<file path="src/rtl/instr_seq.sv">
`default_nettype none
// ============================================================================
//  Module      : instr_seq
//  Description : Instruction sequencer. Takes an opcode word from the MDB,
//                decodes it, collects up to two extension words, and then
//                presents one decoded bundle with a valid/ready handshake.
//  Revision    : 1.0  initial release
// ============================================================================
module instr_seq #(
  parameter int CG_EN        = 1,
  parameter int ILLEGAL_TRAP = 1
) (
  input  logic        clk,
  input  logic        rst_n,
  input  logic        flush,
  input  logic        ins_valid,
  input  logic [15:0] ins_word,
  output logic        ins_ready,
  output logic        dec_valid,
  input  logic        dec_ready,
  output logic [1:0]  format,
  output logic [3:0]  opcode,
  output logic [3:0]  src_reg,
  output logic [3:0]  dst_reg,
  output logic [1:0]  as,
  output logic        ad,
  output logic        bw,
  output logic [15:0] src_ext,
  output logic [15:0] dst_ext,
  output logic [9:0]  jmp_off,
  output logic [1:0]  ext_cnt,
  output logic        cg_used,
  output logic        illegal
);

  localparam logic [1:0] FMT_ILL = 2'd0;
  localparam logic [1:0] FMT_I   = 2'd1;
  localparam logic [1:0] FMT_II  = 2'd2;
  localparam logic [1:0] FMT_JMP = 2'd3;

  typedef enum logic [1:0] {
    ST_OP    = 2'd0,
    ST_SRC   = 2'd1,
    ST_DST   = 2'd2,
    ST_ISSUE = 2'd3
  } state_t;

  state_t      state_q, state_d;
  logic        ins_ready_q, ins_ready_d;
  logic        dec_valid_q, dec_valid_d;
  logic [1:0]  format_q, format_d;
  logic [3:0]  opcode_q, opcode_d;
  logic [3:0]  src_reg_q, src_reg_d;
  logic [3:0]  dst_reg_q, dst_reg_d;
  logic [1:0]  as_q, as_d;
  logic        ad_q, ad_d;
  logic        bw_q, bw_d;
  logic [15:0] src_ext_q, src_ext_d;
  logic [15:0] dst_ext_q, dst_ext_d;
  logic [9:0]  jmp_off_q, jmp_off_d;
  logic [1:0]  ext_cnt_q, ext_cnt_d;
  logic        cg_used_q, cg_used_d;
  logic        illegal_q, illegal_d;

  // Decode of the word currently on the bus (only used when accepted in OP)
  logic [1:0]  op_format;
  logic [3:0]  op_opcode;
  logic [3:0]  op_src;
  logic [3:0]  op_dst;
  logic [1:0]  op_as;
  logic        op_ad;
  logic        op_bw;
  logic [9:0]  op_jmp;
  logic        op_illegal;
  logic        op_is_alu;
  logic        op_cg;
  logic        op_need_src;
  logic        op_need_dst;
  logic        accept;

  // Opcode-word field decode and extension-word requirements
  always_comb begin
    op_format  = FMT_ILL;
    op_opcode  = 4'd0;
    op_src     = 4'd0;
    op_dst     = 4'd0;
    op_as      = 2'd0;
    op_ad      = 1'b0;
    op_bw      = 1'b0;
    op_jmp     = 10'd0;
    op_illegal = 1'b0;
    if (ins_word[15:12] >= 4'd4) begin
      op_format = FMT_I;
      op_opcode = ins_word[15:12];
      op_src    = ins_word[11:8];
      op_ad     = ins_word[7];
      op_bw     = ins_word[6];
      op_as     = ins_word[5:4];
      op_dst    = ins_word[3:0];
    end else if ((ins_word[15:10] == 6'b000100) && (ins_word[9:7] != 3'b111)) begin
      // Single-operand: the one register is both source and destination
      op_format = FMT_II;
      op_opcode = {1'b0, ins_word[9:7]};
      op_bw     = ins_word[6];
      op_as     = ins_word[5:4];
      op_src    = ins_word[3:0];
      op_dst    = ins_word[3:0];
    end else if (ins_word[15:13] == 3'b001) begin
      op_format = FMT_JMP;
      op_opcode = {1'b0, ins_word[12:10]};
      op_jmp    = ins_word[9:0];
    end else begin
      op_illegal = 1'b1;
    end
    op_is_alu   = (op_format == FMT_I) || (op_format == FMT_II);
    // R3 always yields a constant; R2 only in the two indirect modes
    op_cg       = (CG_EN != 0) && op_is_alu &&
                  ((op_src == 4'd3) || ((op_src == 4'd2) && op_as[1]));
    op_need_src = op_is_alu && (((op_as == 2'b01) && !op_cg) ||
                                ((op_as == 2'b11) && (op_src == 4'd0)));
    op_need_dst = (op_format == FMT_I) && op_ad;
  end

  assign accept = ins_valid && ins_ready_q;

  // Next-state and bundle-capture logic
  always_comb begin
    state_d   = state_q;
    format_d  = format_q;
    opcode_d  = opcode_q;
    src_reg_d = src_reg_q;
    dst_reg_d = dst_reg_q;
    as_d      = as_q;
    ad_d      = ad_q;
    bw_d      = bw_q;
    src_ext_d = src_ext_q;
    dst_ext_d = dst_ext_q;
    jmp_off_d = jmp_off_q;
    ext_cnt_d = ext_cnt_q;
    cg_used_d = cg_used_q;
    illegal_d = illegal_q;
    if (flush) begin
      // Abort wins over any accept or consume in the same cycle
      state_d = ST_OP;
    end else begin
      case (state_q)
        ST_OP: begin
          if (accept && !(op_illegal && (ILLEGAL_TRAP == 0))) begin
            format_d  = op_format;
            opcode_d  = op_opcode;
            src_reg_d = op_src;
            dst_reg_d = op_dst;
            as_d      = op_as;
            ad_d      = op_ad;
            bw_d      = op_bw;
            jmp_off_d = op_jmp;
            cg_used_d = op_cg;
            illegal_d = op_illegal;
            src_ext_d = 16'd0;
            dst_ext_d = 16'd0;
            ext_cnt_d = {1'b0, op_need_src} + {1'b0, op_need_dst};
            if (op_need_src)      state_d = ST_SRC;
            else if (op_need_dst) state_d = ST_DST;
            else                  state_d = ST_ISSUE;
          end
        end
        ST_SRC: begin
          if (accept) begin
            src_ext_d = ins_word;
            state_d   = ((format_q == FMT_I) && ad_q) ? ST_DST : ST_ISSUE;
          end
        end
        ST_DST: begin
          if (accept) begin
            dst_ext_d = ins_word;
            state_d   = ST_ISSUE;
          end
        end
        default: begin
          if (dec_ready) state_d = ST_OP;
        end
      endcase
    end
    dec_valid_d = (state_d == ST_ISSUE);
    ins_ready_d = (state_d != ST_ISSUE);
  end

  // State and registered outputs; reset discards any partial instruction
  always_ff @(posedge clk or negedge rst_n) begin
    if (!rst_n) begin
      state_q     <= ST_OP;
      ins_ready_q <= 1'b1;
      dec_valid_q <= 1'b0;
      format_q    <= 2'd0;
      opcode_q    <= 4'd0;
      src_reg_q   <= 4'd0;
      dst_reg_q   <= 4'd0;
      as_q        <= 2'd0;
      ad_q        <= 1'b0;
      bw_q        <= 1'b0;
      src_ext_q   <= 16'd0;
      dst_ext_q   <= 16'd0;
      jmp_off_q   <= 10'd0;
      ext_cnt_q   <= 2'd0;
      cg_used_q   <= 1'b0;
      illegal_q   <= 1'b0;
    end else begin
      state_q     <= state_d;
      ins_ready_q <= ins_ready_d;
      dec_valid_q <= dec_valid_d;
      format_q    <= format_d;
      opcode_q    <= opcode_d;
      src_reg_q   <= src_reg_d;
      dst_reg_q   <= dst_reg_d;
      as_q        <= as_d;
      ad_q        <= ad_d;
      bw_q        <= bw_d;
      src_ext_q   <= src_ext_d;
      dst_ext_q   <= dst_ext_d;
      jmp_off_q   <= jmp_off_d;
      ext_cnt_q   <= ext_cnt_d;
      cg_used_q   <= cg_used_d;
      illegal_q   <= illegal_d;
    end
  end

  assign ins_ready = ins_ready_q;
  assign dec_valid = dec_valid_q;
  assign format    = format_q;
  assign opcode    = opcode_q;
  assign src_reg   = src_reg_q;
  assign dst_reg   = dst_reg_q;
  assign as        = as_q;
  assign ad        = ad_q;
  assign bw        = bw_q;
  assign src_ext   = src_ext_q;
  assign dst_ext   = dst_ext_q;
  assign jmp_off   = jmp_off_q;
  assign ext_cnt   = ext_cnt_q;
  assign cg_used   = cg_used_q;
  assign illegal   = illegal_q;

endmodule
`default_nettype wire

</file>
<file path="config.mk">
export PLATFORM = sky130hd
export DESIGN_NAME = instr_seq
export DESIGN_NICKNAME = d
export VERILOG_FILES = /design/src/rtl/instr_seq.sv
export SDC_FILE = /design/constraint.sdc
export NUM_CORES = 1
export LEC_CHECK = 0
export BUFFER_PORTS_ARGS = -buffer_cell sky130_fd_sc_hd__buf_2
export CAP_MARGIN = 20
export CORE_MARGIN = 2
export CORE_UTILIZATION = 40
export DETAILED_ROUTE_END_ITERATION = 8
export GPL_ROUTABILITY_DRIVEN = 0
export PLACE_DENSITY_LB_ADDON = 0.05
export SLEW_MARGIN = 10
export SYNTH_ARGS = -nofsm -noshare
export SYNTH_HDL_FRONTEND = slang
export SYNTH_SLANG_ARGS = --single-unit
</file>
<file path="constraint.sdc">
create_clock -name clk -period 4.9 [get_ports clk]
set_clock_uncertainty 0.1 [all_clocks]
set_input_delay 0.245 -clock clk [delete_from_list [all_inputs] [get_ports clk]]
set_output_delay 0.245 -clock clk [all_outputs]
set_load 0.05 [all_outputs]
</file>
==> run summary <==
Outcome: finished, violations left
Violated checks: hold timing
H-tree depth: 3
Post-Syn Area per Cell: 9.192 um2
Placed cell area: 0.003426 mm2
Leading post-synthesis cells by cell area: dfrtp_1 (56%), nand2_1 (13%), o21ai_0 (9.6%)
Internal Power: 0.0009564 W
Setup Buffers After CTS: 0
Power Density: 457.5 mW/mm2
Worst vdd ir: 0.2155 mV
Data required, critical path: 5050 ps
Yosys warns: 0
Initial Utilization: 41.16%
Final Cell Area: 0.003595 mm2
# resized after CTS: 0
Clk buf depth: 2
Slowest cell on the critical path: or4b_1
Hold-fix buffers, CTS: 0
Final setup violation count: 0
Vias in the first global route: 2364
Die Wd: 90.16 um
Max_cap viols: 0
Combinational group share of total power: 33.3%
Clock transition at path regs: 70 ps
Final nets: 419
Sw frac: 41.85%
CTS buffer count: 9
Share of layout cells above drive strength 1: 28.68%
Grt ovf: 0
Mapped Area: 0.002969 mm2
Via density: 4.974
DRC viols: 0
Total Wirelength: 7855 um
Worst flop-to-flop path startpoint: state_q[0]
Filler Cell Count: 718
FFs w/ async S/R, synth: 100.0%
Hold_ws: -1.846 ps
Initial antenna violation count: 0
Max incr delay on CP: 480 ps
First-pass GRT wire length: 12810 um
Vias post-DR: 2487
Synthesized instance count: 323
Clk_lat worst skew: 330 ps
Antenna violation net count after detailed routing: 0
Fin. Hold Viols: 1
Netlist cell types: 38
Period utilization: 52.29%
Relative slew margins: 40.37%
Crit path launch type: primary input
Buf+Inv Stages, Crit Path: 1
Reg power frac: 42.7%
Arr. time, crit path: 2710 ps
Std cell rows: 31
Synth Register Bits: 68
Core area: 0.007214 mm2
Largest net degree at the start of global routing: 69
Slew Viols, Final: 0
Detail Placement HPWL: 5338 um
Height of the die: 90.16 um
Final design utilization: 49.83%
Clock sink total: 68
Lkg Pwr: 1.798 nW
Worst R2R End: dst_reg[0]
All-layer global routing usage: 20.10%
Clock share of power: 24.1%
Synth top area share: 56.47%
P&R area growth vs syn: 21.07%
R2r setup slk: 2440 ps
Reg2reg path depth: 5
Crit path max-delay family: simple AND/OR/NAND/NOR gates
Area leader, netlist: dfrtp_1
EDFF count, synth: 0
Fmax achieved: 390.3 MHz
CP Capture Type: flip-flop
Post-synthesis sequential area ratio: 57.35%
Hold crit path type: in -> async
Routed wire length per instance: 15.71 um
Post-Route Setup TNS: 0 ps
Starting DRT DRC Count: 194
Net Switching: 0.0006883 W
Synth Net Count: 346
Cells along the critical path: buf_2 -> nor4b_4 -> and3_1 -> or4b_1 -> a21oi_2 -> o21ai_0 -> ha_1 -> a21oi_1 -> o21ai_0 -> or2_2
Crit-path max FO: 8
RSZ-0062 raised after global routing: no
Period minus WS final: 2562 ps
Root buf cell: clkbuf_8
Worst slew pin tran: 894.5 ps
Number of port buffers: 86
Die area: 0.008128 mm2
CP Class: in -> reg
Commonest register cell after synthesis: dfrtp_1
Most common cell on crit path: o21ai_0
CTS tree: built
Placed cell count: 484
Number of diodes: 0
DR pass1 iterations: 4
I/O pin total: 87
Final cell count without fillers: 500
-- worst max path at each step --
stage	endpoint	cells past startpoint	from	slack [ps]
after detailed placement	ins_ready	10	ins_word[13]	2010
after CTS	ins_ready	10	ins_word[13]	2370
after global placement	ins_ready	10	ins_word[13]	2050
after floorplan	ins_ready	11	ins_word[13]	2290
after global routing	ins_ready	10	ins_word[13]	2190
final	ins_ready	10	ins_word[13]	2340
-- logic make-up after synthesis --
family	share of synthesized area, %
simple gates	18.92
compound gates	16.81
flops	57.35
buf+inv	4.172
mux	1.896
fa+ha+maj	0.8427
-- cells in the mapped netlist, drive strengths merged (3+ instances only) --
cell	number
o21ai	57
nor2	10
buf	3
clkbuf	23
mux2	5
nand2	106
dfrtp	67
a21oi	8
a22o	6
inv	3
o21a	3
-- cell usage in the layout (no fill, tap or decap), types with 2 or more instances in the layout --
master	count
or3_1	2
nor2_1	10
nand3_1	2
clkinv_2	4
nand2_1	106
inv_1	3
mux2_2	5
o21a_1	3
a31oi_1	2
buf_2	86
a22oi_1	2
a22o_1	6
or2_2	2
buf_4	2
clkbuf_8	10
o21ai_0	57
ha_1	2
a21oi_1	7
dfrtp_1	67
o41ai_1	2
-- metal layers --
metal | GRT usage, % | part of all wire (%) | vias up
met4 | 5.897 | 0.93 | 0
li1 | - | - | 1232
met1 | 29.45 | 48 | 1171
met2 | 30.08 | 46 | 77
met3 | 4.359 | 4.7 | 7
met5 | 0 | 0 | -
-- worst register-to-register path: cells and delay by family, from the launching register on --
family,cells,cell delay (ps)
flops,1,780
buf+inv,1,440
compound gates,1,220
simple gates,3,810
-- power groups by stage --
stage                     logic [W]  clock network, W  registers (W)
after CTS                  0.000552          0.000409       0.000703
after detailed placement   0.000551                 0       0.000712
after global placement     0.000548                 0       0.000712
after floorplan            0.000118                 0       0.000995
after global routing       0.000579          0.000436       0.000714
final                      0.000547          0.000396       0.000702
-- metrics by stage --
stage | setup WS, ps | power (W)
6_report | 2338 | 0.001645
3_5_place_dp | 2015 | 0.001264
2_1_floorplan | 2286 | 0.001112
4_1_cts | 2366 | 0.001664
3_3_place_gp | 2048 | 0.001260
5_1_grt | 2188 | 0.001729
-- final cells by class --
cell class	count	area, um2	share of cell area [%]
clock buffers	11	141.4	3.933
clock inverters	5	27.53	0.7657
inverters	3	11.26	0.3133
multi-input cells	226	1142	31.78
flip-flops and latches	68	1703	47.37
well taps	99	123.9	3.446
repair buffers	88	445.4	12.39
(Power assumes the default switching activity.)
